[src/rtl/score_ctrl.sv]
// Learn-mode scoring sequencer: accumulates per-note timing error and miss
// penalties into a saturating score, then shows the frozen result for a fixed time.
module score_ctrl #(
    parameter int                   SCORE_W      = 41,
    parameter int                   MISS_WINDOW  = 50_000_000,
    parameter logic [SCORE_W-1:0]   MISS_PENALTY = 41'd1_000_000_000,
    parameter int                   DISP_CYCLES  = 300_000_000,
    parameter int                   CNT_W        = 8
) (
    input  logic               clk,
    input  logic               rst_n,
    input  logic               start,
    input  logic               note_due,
    input  logic               key_hit,
    input  logic               song_end,
    output logic [SCORE_W-1:0] score,
    output logic               score_valid,
    output logic               busy,
    output logic [1:0]         state,
    output logic [CNT_W-1:0]   note_cnt,
    output logic [CNT_W-1:0]   miss_cnt
);

    localparam int DEV_W = $clog2(MISS_WINDOW + 1);
    localparam int TMR_W = $clog2(DISP_CYCLES + 1);

    typedef enum logic [1:0] {
        IDLE      = 2'd0,
        WAIT_NOTE = 2'd1,
        TIMING    = 2'd2,
        SHOW      = 2'd3
    } state_t;

    state_t             state_reg, state_next;
    logic [DEV_W-1:0]   dev_reg, dev_next;
    logic [TMR_W-1:0]   timer_reg, timer_next;
    logic [SCORE_W-1:0] score_reg, score_next;
    logic [CNT_W-1:0]   note_cnt_reg, note_cnt_next;
    logic [CNT_W-1:0]   miss_cnt_reg, miss_cnt_next;
    logic               score_valid_reg, score_valid_next;
    logic               busy_reg, busy_next;
    logic               hit_en, miss_en;

    function automatic logic [SCORE_W-1:0] sat_add(input logic [SCORE_W-1:0] a,
                                                   input logic [SCORE_W-1:0] b);
        logic [SCORE_W:0] sum;
        sum = {1'b0, a} + {1'b0, b};
        return sum[SCORE_W] ? {SCORE_W{1'b1}} : sum[SCORE_W-1:0];
    endfunction

    function automatic logic [CNT_W-1:0] cnt_inc(input logic [CNT_W-1:0] c);
        return (&c) ? c : c + 1'b1;
    endfunction

    always_ff @(posedge clk or negedge rst_n) begin
        if (!rst_n) begin
            state_reg       <= IDLE;
            dev_reg         <= '0;
            timer_reg       <= '0;
            score_reg       <= '0;
            note_cnt_reg    <= '0;
            miss_cnt_reg    <= '0;
            score_valid_reg <= 1'b0;
            busy_reg        <= 1'b0;
        end else begin
            state_reg       <= state_next;
            dev_reg         <= dev_next;
            timer_reg       <= timer_next;
            score_reg       <= score_next;
            note_cnt_reg    <= note_cnt_next;
            miss_cnt_reg    <= miss_cnt_next;
            score_valid_reg <= score_valid_next;
            busy_reg        <= busy_next;
        end
    end

    always_comb begin
        state_next    = state_reg;
        dev_next      = dev_reg;
        timer_next    = timer_reg;
        hit_en        = 1'b0;
        miss_en       = 1'b0;

        if (start) begin
            state_next = WAIT_NOTE;
            dev_next   = '0;
        end else begin
            case (state_reg)
                IDLE: ;
                WAIT_NOTE: begin
                    if (song_end) begin
                        state_next = SHOW;
                        timer_next = '0;
                    end else if (note_due) begin
                        state_next = TIMING;
                        dev_next   = '0;
                    end
                end
                TIMING: begin
                    dev_next = dev_reg + 1'b1;
                    // A hit always wins over miss accounting, even alongside song_end.
                    if (key_hit) begin
                        hit_en = 1'b1;
                        if (song_end) begin
                            state_next = SHOW;
                            timer_next = '0;
                        end else if (note_due) begin
                            dev_next = '0;
                        end else begin
                            state_next = WAIT_NOTE;
                        end
                    end else if (song_end) begin
                        miss_en    = 1'b1;
                        state_next = SHOW;
                        timer_next = '0;
                    end else if (note_due) begin
                        miss_en  = 1'b1;
                        dev_next = '0;
                    end else if (dev_reg == DEV_W'(MISS_WINDOW)) begin
                        miss_en    = 1'b1;
                        state_next = WAIT_NOTE;
                    end
                end
                SHOW: begin
                    if (timer_reg == TMR_W'(DISP_CYCLES - 1)) begin
                        state_next = IDLE;
                    end else begin
                        timer_next = timer_reg + 1'b1;
                    end
                end
                default: state_next = IDLE;
            endcase
        end

        score_next    = score_reg;
        note_cnt_next = note_cnt_reg;
        miss_cnt_next = miss_cnt_reg;
        if (start) begin
            score_next    = '0;
            note_cnt_next = '0;
            miss_cnt_next = '0;
        end else if (hit_en) begin
            score_next    = sat_add(score_reg, SCORE_W'(dev_reg));
            note_cnt_next = cnt_inc(note_cnt_reg);
        end else if (miss_en) begin
            score_next    = sat_add(score_reg, MISS_PENALTY);
            note_cnt_next = cnt_inc(note_cnt_reg);
            miss_cnt_next = cnt_inc(miss_cnt_reg);
        end

        score_valid_next = (state_next == SHOW);
        busy_next        = (state_next == WAIT_NOTE) || (state_next == TIMING);
    end

    assign score       = score_reg;
    assign score_valid = score_valid_reg;
    assign busy        = busy_reg;
    assign state       = state_reg;
    assign note_cnt    = note_cnt_reg;
    assign miss_cnt    = miss_cnt_reg;

endmodule

[config.mk]
export PLATFORM = sky130hd
export DESIGN_NAME = score_ctrl
export DESIGN_NICKNAME = d
export VERILOG_FILES = /design/src/rtl/score_ctrl.sv
export SDC_FILE = /design/constraint.sdc
export NUM_CORES = 1
export LEC_CHECK = 0
export CORE_MARGIN = 1
export CORE_UTILIZATION = 50
export CTS_BUF_LIST = sky130_fd_sc_hd__clkbuf_8
export DETAILED_ROUTE_END_ITERATION = 8
export PLACE_DENSITY = 0.7
export SYNTH_ARGS = -nofsm -noshare
export SYNTH_HDL_FRONTEND = slang
export SYNTH_SLANG_ARGS = --single-unit
[constraint.sdc]
create_clock -name clk -period 4.1 [get_ports clk]
set_input_delay 0.41 -clock clk [delete_from_list [all_inputs] [get_ports clk]]
set_output_delay 0.41 -clock clk [all_outputs]
set_load 0.02 [all_outputs]
==> metrics.md, run 1 <==
| Metric | Value |
|---|---|
| FMAX | 300 MHz |
| Starting DRC count in detailed routing | 688 |
| Synth-to-layout area growth | 16.0% |
| Clock tree root driver cell | sky130_fd_sc_hd__clkbuf_8 |
| DRC viols | 0 |
| Data required time at the worst endpoint | 4.47 ns |
| Post-synth ARST share | 1.00 |
| Final weighted congestion in routability-driven placement | 0.967 |
| Vias in the first global route | 7554 |
| Buffers plus inverters on the worst setup path | 1 |
| Worst clock skew on the final layout | 0.0121 ns |
| CP Capture Type | register |
| Most used flip-flop cell after synthesis | sky130_fd_sc_hd__dfrtp_1 |
| Core utilization of the finished layout | 0.601 |
| Worst Setup Slack post-DPL | 0.808 ns |
| Accumulated negative setup slack | 0 ns |
| Total of warnings raised by yosys | 0 |
| Multi-input logic area | 5170 µm² |
| Endpoint of the most critical register-to-register path | score[36]$_DFFE_PN0P_ |
| Storage cell area | 2900 µm² |
| I/O pins | 67 |
| Slew at the pin closest to its max-slew limit | 0.774 ns |
| Post-Synthesis Net Count | 1061 |
| Hold/Removal Path Class | in2async |
| Cell area after synthesis | 8350 µm² |
| Count of final hold-check violations | 31 |
| Final critical delay including setup and external delays | 3.33 ns |
| Final routed wire length divided by cell count | 18.2 µm |
| Mean area per synthesized cell | 8.21 µm² |
| Setup repair after global routing missed its margin | no |
| Number of buffers added on ports | 66 |
| Number of max-slew violations in the final report | 0 |
| Synth top area share | 0.348 |
| Power per standard cell area | 338 nW/µm² |
| Worst setup path class | reg2reg |
| Global-route usage over all layers | 0.283 |
| Top post-synthesis cells by area | sky130_fd_sc_hd__dfrtp_1 (35%), sky130_fd_sc_hd__ha_1 (5.5%), sky130_fd_sc_hd__nor2_1 (5.2%) |
| Die area | 17200 µm² |
| Clock sink total | 116 |
| Worst R2R Start | dev_reg[0]$_DFFE_PN0P_ |
| Maximum root-to-sink buffer count | 2 |
| Total design power | 3.27 mW |
| Clock slew seen by the registers of the worst setup and hold paths | 0.08 ns |
| Maximum fanout along the worst path | 9 |
| Number of distinct library cells after synthesis | 79 |
| Vertical extent of the die | 131 µm |
| Detail Placement HPWL | 16800 µm |
| Worst ir drop on vdd | 250 µV |
| Flip-flop count of the largest register after layout | 41 |
| Number of buffers created by CTS | 17 |
| Met1 routing resource usage after global routing | 0.382 |
| Slack of the critical path | 0.769 ns |
| First-pass iteration count of the detailed router | 5 |
| Total congestion overflow | 0 |
| Overall via count from detail_route | 8075 |
| Top Usage Layer GRT | met2 |
| Hold_ws | -0.0387 ns |
| Leading area contributor after synthesis | sky130_fd_sc_hd__dfrtp_1 |
| Gates resized, CTS repair | 0 |
| Result of the run | complete, but fails checks |
| Total number of placement rows | 46 |
| Violated checks | negative hold slack |
| Global-route wire length before repair | 39000 µm |
| Leakage power total | 4.10 nW |
| Filler cell count in the final layout | 1439 |
| CORE AREA | 16100 µm² |
| Setup crit start kind | register |
| Insertion delay of the later-clocked pin in the worst-skew pair | 0.46 ns |
| Setup Buffers After CTS | 0 |
| Slack of the worst reg-to-reg path | 0.77 ns |
| Synthesized netlist cell count | 1017 |
| Global-route met3 utilization | 0.0606 |
| Worst path cell trace | ha_1 > inv_1 > fa_1 > nand2b_1 > a21oi_1 > o211ai_1 > a211oi_1 > o21ai_1 > nor3_1 > mux2_2 > o211ai_1 |
| Total of flip-flops plus latches after synthesis | 116 |
| Post-route ant nets | 0 |
| Cell family with most CP delay | compound AO/OA/AOI/OAI gates |
| Overall routed net length | 23800 µm |
| Worst endpoint data arrival time | 3.70 ns |
| Number of synthesized flops with an enable pin | 0 |
| Starting density of the core | 0.518 |
| CTS H-tree depth | 4 |
| Sequential cell area fraction in the yosys report | 0.348 |
| Pin count of the biggest net entering global routing | 50 |
| Number of antenna cells inserted | 0 |
| Initial antenna violation count | 0 |
| Final period util | 0.812 |
| Cell with the largest stage delay on the worst path | sky130_fd_sc_hd__dfrtp_1 |
| Met2 Resource Use GR | 0.431 |
| Number of endpoints failing setup at the final stage | 0 |
| Ranking of synthesized cells by instance count | sky130_fd_sc_hd__dfrtp_1 (116), sky130_fd_sc_hd__nor2_1 (116), sky130_fd_sc_hd__nand2_1 (103), sky130_fd_sc_hd__a21oi_1 (59), sky130_fd_sc_hd__o21ai_0 (56) |
| Worst max-slew margin expressed relative to the limit | 0.477 |
| Clock tree from TritonCTS | yes |
| Share of post-route cells with drive strength above 1 | 0.0671 |
| Post-layout net count | 1119 |
| Hold-fix buffer count after cts | 0 |
| Worst path max stage delay | 0.47 ns |
| Vias per Instance | 6.19 |
| Cell type with the highest occurrence count on the critical path | sky130_fd_sc_hd__o211ai_1 |
| Width of the chip | 131 µm |
| Max-cap viol count | 0 |
| Length in cells of the worst reg-to-reg path | 11 |
==> stage by stage <==
step                instance area (µm²)  hold slack (ns)  cells
detailed placement                 9250            0.482   1272
global placement                   9250            0.481   1272
finish                             9690          -0.0387   1304
CTS                                9690         0.000590   1304
floorplan                          8350            0.114   1017
global route                       9690          0.00314   1304
==> cells by family after synthesis <==
logic type,synth area share
and+or+nand+nor,0.250
AOI/OAI and AO/OA,0.222
DFF,0.348
xor gates and xnor gates,0.0808
buffers and inverters,0.0334
adders and majority gates,0.0578
muxes,0.00869
==> worst max path at each step <==
stage	slack (ns)	cells past startpoint	to	startpoint
6_report	0.77	11	score[36]$_DFFE_PN0P_	dev_reg[0]$_DFFE_PN0P_
3_3_place_gp	0.89	11	score[36]$_DFFE_PN0P_	dev_reg[0]$_DFFE_PN0P_
4_1_cts	0.79	11	score[36]$_DFFE_PN0P_	dev_reg[0]$_DFFE_PN0P_
3_5_place_dp	0.81	11	score[36]$_DFFE_PN0P_	dev_reg[0]$_DFFE_PN0P_
2_1_floorplan	1.18	9	score[37]$_DFFE_PN0P_	score[6]$_DFFE_PN0P_
5_1_grt	0.57	11	score[36]$_DFFE_PN0P_	dev_reg[0]$_DFFE_PN0P_
==> cells in the final DEF, fill, tap and decap left out, types with 5 or more instances in the layout <==
master | synthesis | routed
sky130_fd_sc_hd__o31ai_1 | 5 | 5
sky130_fd_sc_hd__buf_4 | 0 | 24
sky130_fd_sc_hd__mux2i_1 | 5 | 5
sky130_fd_sc_hd__o21ai_1 | 34 | 34
sky130_fd_sc_hd__a21oi_1 | 59 | 59
sky130_fd_sc_hd__ha_1 | 37 | 37
sky130_fd_sc_hd__dfrtp_1 | 116 | 116
sky130_fd_sc_hd__xnor2_1 | 35 | 35
sky130_fd_sc_hd__a211oi_1 | 13 | 13
sky130_fd_sc_hd__o21bai_1 | 6 | 6
sky130_fd_sc_hd__nor3b_1 | 7 | 7
sky130_fd_sc_hd__o211ai_1 | 12 | 12
sky130_fd_sc_hd__clkbuf_8 | 0 | 19
sky130_fd_sc_hd__nand4_1 | 31 | 31
sky130_fd_sc_hd__or3_1 | 14 | 14
sky130_fd_sc_hd__and3_1 | 18 | 18
sky130_fd_sc_hd__nor3_1 | 46 | 46
sky130_fd_sc_hd__nand2_1 | 103 | 103
sky130_fd_sc_hd__nor2_1 | 116 | 116
sky130_fd_sc_hd__xor2_1 | 42 | 42
sky130_fd_sc_hd__and4_1 | 6 | 6
sky130_fd_sc_hd__o21a_1 | 5 | 5
sky130_fd_sc_hd__clkdlybuf4s50_1 | 0 | 65
sky130_fd_sc_hd__nor2b_1 | 9 | 9
sky130_fd_sc_hd__o21ai_0 | 56 | 56
sky130_fd_sc_hd__a21o_1 | 14 | 14
sky130_fd_sc_hd__nand2b_1 | 6 | 6
sky130_fd_sc_hd__a31oi_1 | 11 | 11
sky130_fd_sc_hd__inv_1 | 22 | 22
sky130_fd_sc_hd__nand3_1 | 46 | 46
==> routing by layer <==
layer  part of all wire  wire length [µm]  vias up
met5                  0                 0        -
met4              0.035               823        0
met3              0.073              1730       66
met2               0.45             10600      321
met1               0.45             10600     3825
li1                   -                 -     3863
==> cell type report <==
cell class	count	share of cell area
Multi-Input combinational cell	829	0.533
Sequential cell	116	0.300
Timing Repair Buffer	89	0.0858
Tap cell	216	0.0279
Clock buffer	19	0.0270
Clock inverter	13	0.0177
Inverter	22	0.00852
==> worst register-to-register path: stages (launching register included) <==
cell,delay [ns]
sky130_fd_sc_hd__dfrtp_1,0.47
sky130_fd_sc_hd__ha_1,0.25
sky130_fd_sc_hd__inv_1,0.07
sky130_fd_sc_hd__fa_1,0.40
sky130_fd_sc_hd__nand2b_1,0.18
sky130_fd_sc_hd__a21oi_1,0.30
sky130_fd_sc_hd__o211ai_1,0.24
sky130_fd_sc_hd__a211oi_1,0.36
sky130_fd_sc_hd__o21ai_1,0.30
sky130_fd_sc_hd__nor3_1,0.24
sky130_fd_sc_hd__mux2_2,0.35
sky130_fd_sc_hd__o211ai_1,0.09
==> power by group <==
group,total [mW],switching [mW],internal [mW]
Combinational,0.797,0.501,0.296
Sequential,1.29,0.0938,1.20
Clock,1.18,0.540,0.642
Total,3.27,1.14,2.14
Power figures use the tool's default switching activity.
==> run 2, diff against run 1 <==
Clock period 4.1 ns to 3.1 ns, I/O delays scaled along.
==> metrics.md, run 2 (synthesis results as in run 1) <==
| Metric | Value |
|---|---|
| Final weighted congestion in routability-driven placement | 0.975 (was 0.967) |
| FMAX | 332 MHz (was 300 MHz) |
| Overall routed net length | 24400 µm (was 23800 µm) |
| Worst clock skew on the final layout | 0.0103 ns (was 0.0121 ns) |
| Commonest cells after routing, fill and taps aside | sky130_fd_sc_hd__dfrtp_1 (116), sky130_fd_sc_hd__nor2_1 (115), sky130_fd_sc_hd__nand2_1 (102) (was sky130_fd_sc_hd__nor2_1 (116), sky130_fd_sc_hd__dfrtp_1 (116), sky130_fd_sc_hd__nand2_1 (103)) |
| Global-route wire length before repair | 39800 µm (was 39000 µm) |
| Count of final hold-check violations | 0 (was 31) |
| First-pass iteration count of the detailed router | 7 (was 5) |
| Clock tree from TritonCTS | yes (unchanged) |
| Cell type with the highest occurrence count on the critical path | sky130_fd_sc_hd__buf_4 (was sky130_fd_sc_hd__o211ai_1) |
| I/O pins | 67 (unchanged) |
| Number of max-slew violations in the final report | 0 (unchanged) |
| Cell with the largest stage delay on the worst path | sky130_fd_sc_hd__a21oi_2 (was sky130_fd_sc_hd__dfrtp_1) |
| Pin count of the biggest net entering global routing | 58 (was 50) |
| Worst endpoint data arrival time | 3.32 ns (was 3.70 ns) |
| Share of post-route cells with drive strength above 1 | 0.120 (was 0.0671) |
| CP Capture Type | register (unchanged) |
| Slew at the pin closest to its max-slew limit | 0.803 ns (was 0.774 ns) |
| Die area | 17200 µm² (unchanged) |
| Vias per Instance | 6.05 (was 6.19) |
| Hold_ws | 0.489 ns (was -0.0387 ns) |
| Top Usage Layer GRT | met2 (unchanged) |
| Met2 Resource Use GR | 0.460 (was 0.431) |
| Clock tree root driver cell | sky130_fd_sc_hd__clkbuf_8 (unchanged) |
| Number of buffers added on ports | 66 (unchanged) |
| Final routed wire length divided by cell count | 17.9 µm (was 18.2 µm) |
| Worst max-slew margin expressed relative to the limit | 0.465 (was 0.477) |
| Detail Placement HPWL | 18100 µm (was 16800 µm) |
| Clock sink total | 116 (unchanged) |
| Number of buffers created by CTS | 17 (unchanged) |
| Placed cell area | 9720 µm² (was 9250 µm²) |
| Insertion delay of the later-clocked pin in the worst-skew pair | 0.44 ns (was 0.46 ns) |
| Vertical extent of the die | 131 µm (unchanged) |
| Post-layout net count | 1180 (was 1119) |
| Worst path max stage delay | 0.44 ns (was 0.47 ns) |
| Starting DRC count in detailed routing | 682 (was 688) |
| Global-route met3 utilization | 0.0548 (was 0.0606) |
| Setup repair after global routing missed its margin | no (unchanged) |
| CORE AREA | 16100 µm² (unchanged) |
| Post-route ant nets | 0 (unchanged) |
| Post-route cell area | 10200 µm² (was 9690 µm²) |
| Filler cell count in the final layout | 1461 (was 1439) |
| Worst R2R Start | score[10]$_DFFE_PN0P_ (was dev_reg[0]$_DFFE_PN0P_) |
| Hold/Removal Path Class | in2async (unchanged) |
| Accumulated negative setup slack | 0 ns (unchanged) |
| Total congestion overflow | 0 (unchanged) |
| Worst setup path class | reg2reg (unchanged) |
| Endpoint of the most critical register-to-register path | score[16]$_DFFE_PN0P_ (was score[36]$_DFFE_PN0P_) |
| Power per standard cell area | 423 nW/µm² (was 338 nW/µm²) |
| Leakage power total | 4.41 nW (was 4.10 nW) |
| Starting density of the core | 0.518 (unchanged) |
| Flip-flop count of the largest register after layout | 41 (unchanged) |
| Overall via count from detail_route | 8252 (was 8075) |
| Worst ir drop on vdd | 293 µV (was 250 µV) |
| Vias in the first global route | 7824 (was 7554) |
| Maximum fanout along the worst path | 7 (was 9) |
| Maximum root-to-sink buffer count | 2 (unchanged) |
| Setup Buffers After CTS | 0 (unchanged) |
| Data required time at the worst endpoint | 3.41 ns (was 4.47 ns) |
| Global-route usage over all layers | 0.289 (was 0.283) |
| Setup crit start kind | register (unchanged) |
| Number of endpoints failing setup at the final stage | 0 (unchanged) |
| DRC viols | 0 (unchanged) |
| Met1 routing resource usage after global routing | 0.395 (was 0.382) |
| Result of the run | completed (was complete, but fails checks) |
| CTS H-tree depth | 4 (unchanged) |
| Width of the chip | 131 µm (unchanged) |
| Length in cells of the worst reg-to-reg path | 12 (was 11) |
| Synth-to-layout area growth | 21.7% (was 16.0%) |
| Final period util | 0.971 (was 0.812) |
| Initial antenna violation count | 0 (unchanged) |
| Clock slew seen by the registers of the worst setup and hold paths | 0.08 ns (about the same) |
| Total number of placement rows | 46 (unchanged) |
| Most common library cell in the layout ignoring fill and taps | sky130_fd_sc_hd__dfrtp_1 |
| Slack of the worst reg-to-reg path | 0.09 ns (was 0.77 ns) |
| Worst path cell trace | buf_4 > ha_1 > o211a_1 > o221ai_1 > buf_4 > a31o_2 > a21oi_2 > buf_4 > nor2_1 > a31oi_1 > o21ai_0 > a21oi_1 (was ha_1 > inv_1 > fa_1 > nand2b_1 > a21oi_1 > o211ai_1 > a211oi_1 > o21ai_1 > nor3_1 > mux2_2 > o211ai_1) |
| Final critical delay including setup and external delays | 3.01 ns (was 3.33 ns) |
| Number of antenna cells inserted | 0 (unchanged) |
| Max-cap viol count | 0 (unchanged) |
-- run 2: cell count changes in the layout (fill, tap and decap cells not counted), moves of 2 or more --
cell                       previous run  this run
sky130_fd_sc_hd__buf_4               24        83
sky130_fd_sc_hd__a21oi_2              2         4
sky130_fd_sc_hd__clkinv_2             1         4
sky130_fd_sc_hd__clkinv_4             3         0
sky130_fd_sc_hd__inv_6                4         0
sky130_fd_sc_hd__a21oi_1             59        57
-- run 2: routing by layer --
| layer | part of all wire | up-vias |
|---|---|---|
| li1 | - | 3970 |
| met1 | 0.46 | 3939 |
| met2 | 0.46 | 296 |
| met3 | 0.057 | 47 |
| met4 | 0.023 | 0 |
| met5 | 0 | - |
-- run 2: worst max path at each step --
stage,cells past startpoint,endpoint,slack [ns],startpoint
6_report,12,score[16]$_DFFE_PN0P_,0.09,score[10]$_DFFE_PN0P_
5_1_grt,9,score[37]$_DFFE_PN0P_,0.006,score[6]$_DFFE_PN0P_
2_1_floorplan,9,score[37]$_DFFE_PN0P_,0.18,score[6]$_DFFE_PN0P_
3_3_place_gp,11,score[36]$_DFFE_PN0P_,0.13,score[0]$_DFFE_PN0P_
3_5_place_dp,10,score[23]$_DFFE_PN0P_,0.02,score[3]$_DFFE_PN0P_
4_1_cts,11,score[36]$_DFFE_PN0P_,0.04,score[0]$_DFFE_PN0P_
-- run 2: power breakdown --
group	internal, mW	leakage [nW]	total (mW)	switching (mW)
Combinational	0.456	2.60	1.16	0.702
Sequential	1.59	1.60	1.69	0.103
Clock	0.819	0.200	1.45	0.628
Total	2.86	4.41	4.30	1.43
-- run 2: timing repair --
action	CTS	global route
resized for setup	1	9
hold buffers	1	0
endpoints found under the setup margin	1	17
hold endpoints to repair	54	0
-- run 2: through the flow --
step                       util  power, mW  cells  setup slack, ns
after global routing      0.630       4.52   1363          0.00616
after detailed placement  0.603       2.86   1332           0.0212
after CTS                 0.628       4.31   1363           0.0423
after global placement    0.603       2.85   1332            0.127
final                     0.630       4.30   1363           0.0914
after floorplan               -       2.39   1017            0.180
-- run 2: layout make-up --
| class | count | area [µm²] | share of cell area |
|---|---|---|---|
| clock inverters | 11 | 136 | 0.0134 |
| multi-input cells | 829 | 5200 | 0.512 |
| well taps | 216 | 270 | 0.0266 |
| repair buffers | 150 | 1300 | 0.128 |
| inverters | 22 | 82.6 | 0.00813 |
| clock buffers | 19 | 262 | 0.0257 |
| flip-flops and latches | 116 | 2900 | 0.286 |
-- run 2: worst max-delay path, delay by kind of cell (launching register included) --
kind | cells | cell delay, ns
DFF | 1 | 0.36
adders and majority gates | 1 | 0.20
and+or+nand+nor | 1 | 0.10
AOI/OAI and AO/OA | 7 | 1.65
buffers and inverters | 3 | 0.58
